[src/rtl/miner_pkg.sv]
// Shared constants and types for the work-loading shift interface.
// The receiver's timer uses the same MID_LAST / ALL_LAST constants.
package miner_pkg;

  localparam int WORD_W    = 32;
  localparam int MID_WORDS = 8;
  localparam int REM_WORDS = 16;
  localparam int CNT_W     = 5;

  localparam int MID_LAST  = MID_WORDS - 1;
  localparam int ALL_LAST  = MID_WORDS + REM_WORDS - 1;

  typedef logic [WORD_W-1:0] word_t;

  typedef enum logic [1:0] {
    IDLE,
    START,
    SHIFT_MID,
    SHIFT_REM
  } tx_state_t;

endpackage

[src/rtl/work_shift_tx_cnt.sv]
// Generic up-counter with synchronous clear (priority) and enable.
module work_shift_tx_cnt #(
  parameter int W = 5
) (
  input  logic         clk,
  input  logic         clr_i,
  input  logic         en_i,
  output logic [W-1:0] cnt_o
);

  logic [W-1:0] cnt_q;
  logic [W-1:0] cnt_d;

  // NOTE: default assignment first so no path leaves cnt_d unassigned (no latch).
  always_comb begin
    cnt_d = cnt_q;
    if (clr_i) begin
      cnt_d = '0;
    end else if (en_i) begin
      cnt_d = cnt_q + 1'b1;
    end
  end

  // NOTE: sequential state uses non-blocking assignments only.
  always_ff @(posedge clk) begin
    cnt_q <= cnt_d;
  end

  assign cnt_o = cnt_q;

endmodule

[src/rtl/work_shift_tx.sv]
// Transmit end of the work-loading shift interface: latches one work unit,
// marks job start, then serializes midstate words followed by block words.
module work_shift_tx
  import miner_pkg::*;
#(
  parameter int WORD_W    = miner_pkg::WORD_W,
  parameter int MID_WORDS = miner_pkg::MID_WORDS,
  parameter int REM_WORDS = miner_pkg::REM_WORDS,
  parameter int CNT_W     = miner_pkg::CNT_W
) (
  input  logic                          clk,
  input  logic                          n_rst,
  input  logic                          work_valid,
  output logic                          work_ready,
  input  logic [MID_WORDS*WORD_W-1:0]   midstate_in,
  input  logic [REM_WORDS*WORD_W-1:0]   block_in,
  input  logic                          rx_ready,
  output logic                          start_found,
  output logic                          shift_valid,
  output logic [WORD_W-1:0]             shift_data,
  output logic                          midstate_shifts_done,
  output logic                          remaining_shifts_done,
  output logic                          busy
);

  localparam int SR_W = WORD_W * (MID_WORDS + REM_WORDS);
  localparam logic [CNT_W-1:0] MID_LAST_C = CNT_W'(MID_WORDS - 1);
  localparam logic [CNT_W-1:0] ALL_LAST_C = CNT_W'(MID_WORDS + REM_WORDS - 1);

  tx_state_t        state_q;
  logic [SR_W-1:0]  sr_q;
  logic [CNT_W-1:0] cnt;
  logic             accept;
  logic             beat;
  logic             mid_last;
  logic             all_last;

  // All control outputs decode directly from the state register.
  assign work_ready  = (state_q == IDLE);
  assign start_found = (state_q == START);
  assign shift_valid = (state_q == SHIFT_MID) || (state_q == SHIFT_REM);
  assign busy        = (state_q != IDLE);
  assign shift_data  = sr_q[SR_W-1 -: WORD_W];

  assign accept = work_valid & work_ready;
  // A reset cycle must never count as a beat, so a job aborted on its last word emits no strobe.
  assign beat   = shift_valid & rx_ready & n_rst;

  assign mid_last = (state_q == SHIFT_MID) && (cnt == MID_LAST_C);
  assign all_last = (state_q == SHIFT_REM) && (cnt == ALL_LAST_C);

  assign midstate_shifts_done  = beat & mid_last;
  assign remaining_shifts_done = beat & all_last;

  work_shift_tx_cnt #(
    .W (CNT_W)
  ) u_word_cnt (
    .clk   (clk),
    .clr_i (accept | ~n_rst),
    .en_i  (beat),
    .cnt_o (cnt)
  );

  // NOTE: the shift register is cleared on reset so shift_data reads 0 afterwards.
  always_ff @(posedge clk) begin
    if (!n_rst) begin
      state_q <= IDLE;
      sr_q    <= '0;
    end else begin
      case (state_q)
        IDLE: begin
          if (accept) begin
            sr_q    <= {midstate_in, block_in};
            state_q <= START;
          end
        end
        START: begin
          state_q <= SHIFT_MID;
        end
        SHIFT_MID: begin
          if (beat) begin
            sr_q <= {sr_q[SR_W-WORD_W-1:0], {WORD_W{1'b0}}};
            if (mid_last) begin
              state_q <= SHIFT_REM;
            end
          end
        end
        SHIFT_REM: begin
          if (beat) begin
            sr_q <= {sr_q[SR_W-WORD_W-1:0], {WORD_W{1'b0}}};
            if (all_last) begin
              state_q <= IDLE;
            end
          end
        end
        default: begin
          state_q <= IDLE;
        end
      endcase
    end
  end

endmodule

[config.mk]
export PLATFORM = sky130hd
export DESIGN_NAME = work_shift_tx
export DESIGN_NICKNAME = d
export VERILOG_FILES = /design/src/rtl/miner_pkg.sv /design/src/rtl/work_shift_tx_cnt.sv /design/src/rtl/work_shift_tx.sv
export SDC_FILE = /design/constraint.sdc
export NUM_CORES = 2
export LEC_CHECK = 0
export BUFFER_PORTS_ARGS = -buffer_cell sky130_fd_sc_hd__buf_2
export CAP_MARGIN = 0
export CORE_AREA = 3 3 316 318
export DETAILED_ROUTE_END_ITERATION = 8
export DIE_AREA = 0 0 319 321
export SYNTH_ARGS = -nofsm -noshare
export SYNTH_HDL_FRONTEND = slang
export SYNTH_SLANG_ARGS = --single-unit
[constraint.sdc]
create_clock -name clk -period 4.1 [get_ports clk]
set_input_delay 0.82 -clock clk [delete_from_list [all_inputs] [get_ports clk]]
set_output_delay 0.82 -clock clk [all_outputs]
set_load 0.02 [all_outputs]
# Yosys cells after proc, flatten, opt, wreduce, memory -nomap -nowiden
# Index checks and enable logic that the tools add are counted.
[op_classes] n_addsub=1 eq_ne=11 muxes=9 bitwise=7 reduce_logical=9
[op_table] op="$mux 768" n=2
[op_table] op="$pmux 768 s2" n=1
[op_table] op="$mux 2" n=5
[op_table] op="$ne 2x2->1 const B" n=4
[op_table] op="$pmux 2 s4" n=1
[op_table] op="$add 5x1->5 const B" n=1
[op_table] op="$and 1x1->1" n=5
[op_table] op="$eq 5x3->1 const B" n=1
[op_table] op="$eq 5x5->1 const B" n=1
[op_table] op="$reduce_and 5->1" n=1
[op_table] op="$eq 2x2->1 const B" n=2
[op_table] op="$ne 2x1->1 const B" n=2
[op_table] op="$reduce_bool 2->1" n=2
[op_table] op="$reduce_and 3->1" n=1
[op_table] op="$eq 2x1->1 const B" n=1
[op_table] op="$logic_and 1x1->1" n=2
[op_table] op="$logic_not 2->1" n=1
[op_table] op="$reduce_or 2->1" n=1
[op_table] op="$logic_or 1x1->1" n=1
[op_table] op="$not 1->1" n=1
[op_table] op="$or 1x1->1" n=1
[word_totals] ff_bits=775 out_inout_bits=38

# Longest topological paths before layout
[depth] ltp_word=6 mapped_depth=10

# Hierarchy
# From an unflattened synthesis, not the netlist that was laid out.
[unflattened] hier_cells=4323 hier_area_um2=35212.5
[modules_own_cells] module="work_shift_tx" instances=1 cells_each=4301 area_per_inst_um2=34964.8
[modules_own_cells] module="work_shift_tx_cnt" instances=1 cells_each=22 area_per_inst_um2=247.7

# Worst setup path after synthesis
# OpenSTA, ideal clock, no wires.
[synth_timing] path_type="input-to-output" startpoint="in n_rst" endpoint="out midstate_shifts_done" arrival_ps=1736 slack_ps=1544 path_stages=3 path_buffers=1 path_cell_list="buf_2 nand2_1 nor4_1"
[synth_via] elab_chain_len=2
[synth_rtl] item="from (decl)" line_no="work_shift_tx.sv:12" rtl="input logic n_rst,"
[synth_rtl] item="$and 1x1->1" line_no="work_shift_tx.sv:47" rtl="assign beat = shift_valid & rx_ready & n_rst;"
[synth_rtl] item="$and 1x1->1" line_no="work_shift_tx.sv:52" rtl="assign midstate_shifts_done = beat & mid_last;"
[synth_rtl] item="to (decl)" line_no="work_shift_tx.sv:21" rtl="output logic midstate_shifts_done,"
# Every way passes these cells.

# Worst setup path after layout
[layout_timing] startpoint="reg state_q[0]" endpoint="out shift_valid"
[layout_via] elab_chain_len=2 word_cells_on_any_way=3 classes_between="eq/ne (2); reduce/logical (1)"
[layout_rtl] item="from (decl)" line_no="work_shift_tx.sv:30" rtl="tx_state_t state_q;"
[layout_rtl] item="from (signal assigned)" line_no="work_shift_tx.sv:67" rtl="state_q <= IDLE;"
[layout_rtl] item="from (signal assigned)" line_no="work_shift_tx.sv:74" rtl="state_q <= START;"
[layout_rtl] item="from (signal assigned)" line_no="work_shift_tx.sv:78" rtl="state_q <= SHIFT_MID;"
[layout_rtl] item="$eq 2x2->1" line_no="work_shift_tx.sv:41" rtl="assign shift_valid = (state_q == SHIFT_MID) || (state_q == SHIFT_REM);"
[layout_rtl] item="$logic_or 1x1->1 *" line_no="work_shift_tx.sv:41"
[layout_rtl] item="to (decl)" line_no="work_shift_tx.sv:19" rtl="output logic shift_valid,"
# Every way passes the cells marked *; elsewhere a longest branch is shown, timed or not.

==> reports/results.ini <==
[floorplanning]
start_util_pct = 36.5
dieArea_sq_um = 102000
io_pins = 810
die_w_microns = 319
rows = 114
core_sq_um = 96900
die_height_microns = 321

[global_routing]
grt.total_usage_pct = 22.8
grt_pass1_wl_microns = 183000
grt_pass1_vias = 30800
grt_util_met2_pct = 36.9
grt_max_degree = 209
globalRouteMet3Util_pct = 4.54
antenna_found_initial = 27
grt_overflow = 0
busiest_layer = met2
use_met1_pct = 29.6

[power]
power_density_nw_per_um2 = 883
vdd_ir_drop_max_uv = 656
leakagePower_uw = 0.0245

[routing]
drtAntennaViolNets = 0
drt_iter0_drc = 3302
drcViolationCount = 0
via_per_inst = 5.33
dr.pass1.iters = 7
vias = 32900
wl_microns = 125000
avgRoutedWirePerCell_microns = 20.2

[synth]
synth-simple-area-share_pct = 27.1
ys_types = 26
synth_seq_area_share_pct = 43.8
ys_seq_elements = 775
synth-xor-area-share_pct = 0.0990
synth_fp_nets = 5095
synth_cells = 4318
synthAdderAreaFrac_pct = 0.177
synth-compound-area-share_pct = 21.7
synth_top_family_by_area = simple AND/OR/NAND/NOR gates
synthMuxAreaShare_pct = 0.0566
yosysWarnings = 0
synthesis.area_sq_um = 35400
avgSynthCellArea_sq_um = 8.20

[cells_and_area]
syn2layout_area_growth_pct = 19.4
drive_gt1_share_pct = 20.5
fin_area_sq_um = 42300
final_common_cell = nand2_1
nets = 5587
mostFrequentLayoutCells = 1513 x nand2_1, 808 x buf_2, 775 x dfxtp_1

[timing]
slew_headroom_pct = 32.1
period_needed_ns = 3.11
maxSlewViolCount = 0
tightest_slew_ns = 1.02
fin_skew_ns = 0.0407
tns_ns = 0
rsz0062_at_grt = false
fin_crit_sh_pct = 75.8
finalSetupViolations = 0
hold_viol = 0
clock.fmax_mhz = 322
holdWs_ns = 0.434

[clock_tree]
cts.sinks = 775
cts_resized = 0
cts_tree = done
worstSkewPairLatency_ns = 0.66
cts_setup_buffers = 0
cts_hold_buf = 0
numCtsBuffers = 87
h-tree-depth = 3
clkSlewWorstSetupHoldPaths_ns = 0.06
clk_path_buf_depth = 3
clockRootBuffer = clkbuf_16

[critical_path]
crit_path_top_delay_cell = inv_8
crit_type = reg2out
crit_buf_inv = 3
cp.depth = 5
end_kind = primary output
crit_required_ns = 3.28
crit_family = buffers and inverters
cp_slowest_stage_delay_ns = 0.43
worst-r2r-cell-count = 8
crit_path_cell_trace = inv_1, ha_1, nor2_4, inv_8, buf_2
cp.arrival_ns = 2.29
startpoint_type = register
path_max_fanout = 97

[placed_design]
place_area_sq_um = 39300
place_congestion = 0.882
io_buffer_count = 809
dp_hpwl_microns = 87700

[worst_hold_path]
hold_depth = 3
hold_class = in2reg

[run]
maxCapViolations = 0

[run_status]
status = finished clean

==> logic make-up after synthesis <==
| group | Yosys count |
|---|---|
| AND/OR/NAND/NOR | 2294 |
| adder cells (fa/ha/maj) | 5 |
| flip-flops | 775 |
| XOR/XNOR | 4 |
| AO/OA/AOI/OAI | 777 |
| multiplexers | 2 |
| buffers and inverters | 461 |
==> metrics by stage <==
| step | worst slack [ns] | cells | utilization [%] | total power, uW |
|---|---|---|---|---|
| after floorplan | 1.54 | 4318 | - | 26100 |
| after global routing | 0.860 | 6165 | 43.6 | 40000 |
| after global placement | 1.22 | 5997 | 40.5 | 29000 |
| after detailed placement | 1.15 | 5997 | 40.5 | 29300 |
| after CTS | 0.976 | 6157 | 43.6 | 37500 |
| final | 0.992 | 6176 | 43.7 | 37300 |
==> where the power goes <==
group | internal, uW | total (uW) | switching (uW)
clock network | 4830 | 8070 | 3250
registers | 10500 | 12200 | 1690
logic | 6210 | 17100 | 10800
total | 21500 | 37300 | 15800
==> final cells by class <==
type,count,area (sq um)
diodes,19,47.5
clock buffers,136,2700
clock inverters,24,274
fillers,9931,54600
inverters,6,30.0
multi-input cells,3082,17400
flip-flops and latches,775,15500
well taps,1276,1600
repair buffers,858,4730
==> registers in the layout, indices dropped and copies added, names as in the netlist <==
signal            flops
sr_q                768
u_word_cnt.cnt_o      5
state_q               2
==> Yosys cell counts (all sizes together) <==
cell type / n / share of area, %
o211a: 737 / 21
nand4: 2 / 0.035
nand3: 769 / 11
nand3b: 1 / 0.021
dfxtp: 775 / 44
nor2b: 1 / 0.018
nor2: 5 / 0.053
nor3: 2 / 0.028
ha: 5 / 0.18
nand2: 1513 / 16
buf: 232 / 4.7
inv: 6 / 0.064
xor2: 2 / 0.049
nor4: 1 / 0.018
o21ai: 4 / 0.057
clkbuf: 223 / 2.4
xnor2: 2 / 0.049
a21oi: 2 / 0.028
a21boi: 32 / 0.68
a211oi: 1 / 0.021
mux2i: 2 / 0.057
a211o: 1 / 0.025
==> worst reg2reg max path, stage by stage, from the launching register on <==
cell     delay, ns
dfxtp_1       0.38
inv_1         0.08
ha_1          0.29
nor2_4        0.21
buf_12        0.52
buf_12        0.74
nand2_1       0.48
nand3_1       0.14
o211a_1       0.14
==> routing by layer <==
layer | vias up | part of all wire [%]
met3 | 229 | 6.7
met2 | 1132 | 47
met5 | - | 0.052
met4 | 12 | 3.8
met1 | 15600 | 43
li1 | 16000 | -
==> worst paths after layout <==
kind                           startpoint                endpoint  slack, ns
hold reg to reg      sr_q[5]$_SDFFE_PN0P_    sr_q[5]$_SDFFE_PN0P_       0.46
setup / recovery  state_q[0]$_SDFFE_PN0P_             shift_valid       0.99
setup reg to reg  state_q[0]$_SDFFE_PN0P_  sr_q[127]$_SDFFE_PN0P_       1.06
hold / removal               block_in[14]   sr_q[14]$_SDFFE_PN0P_       0.43
No activity file was read; power rests on OpenSTA's default activity.
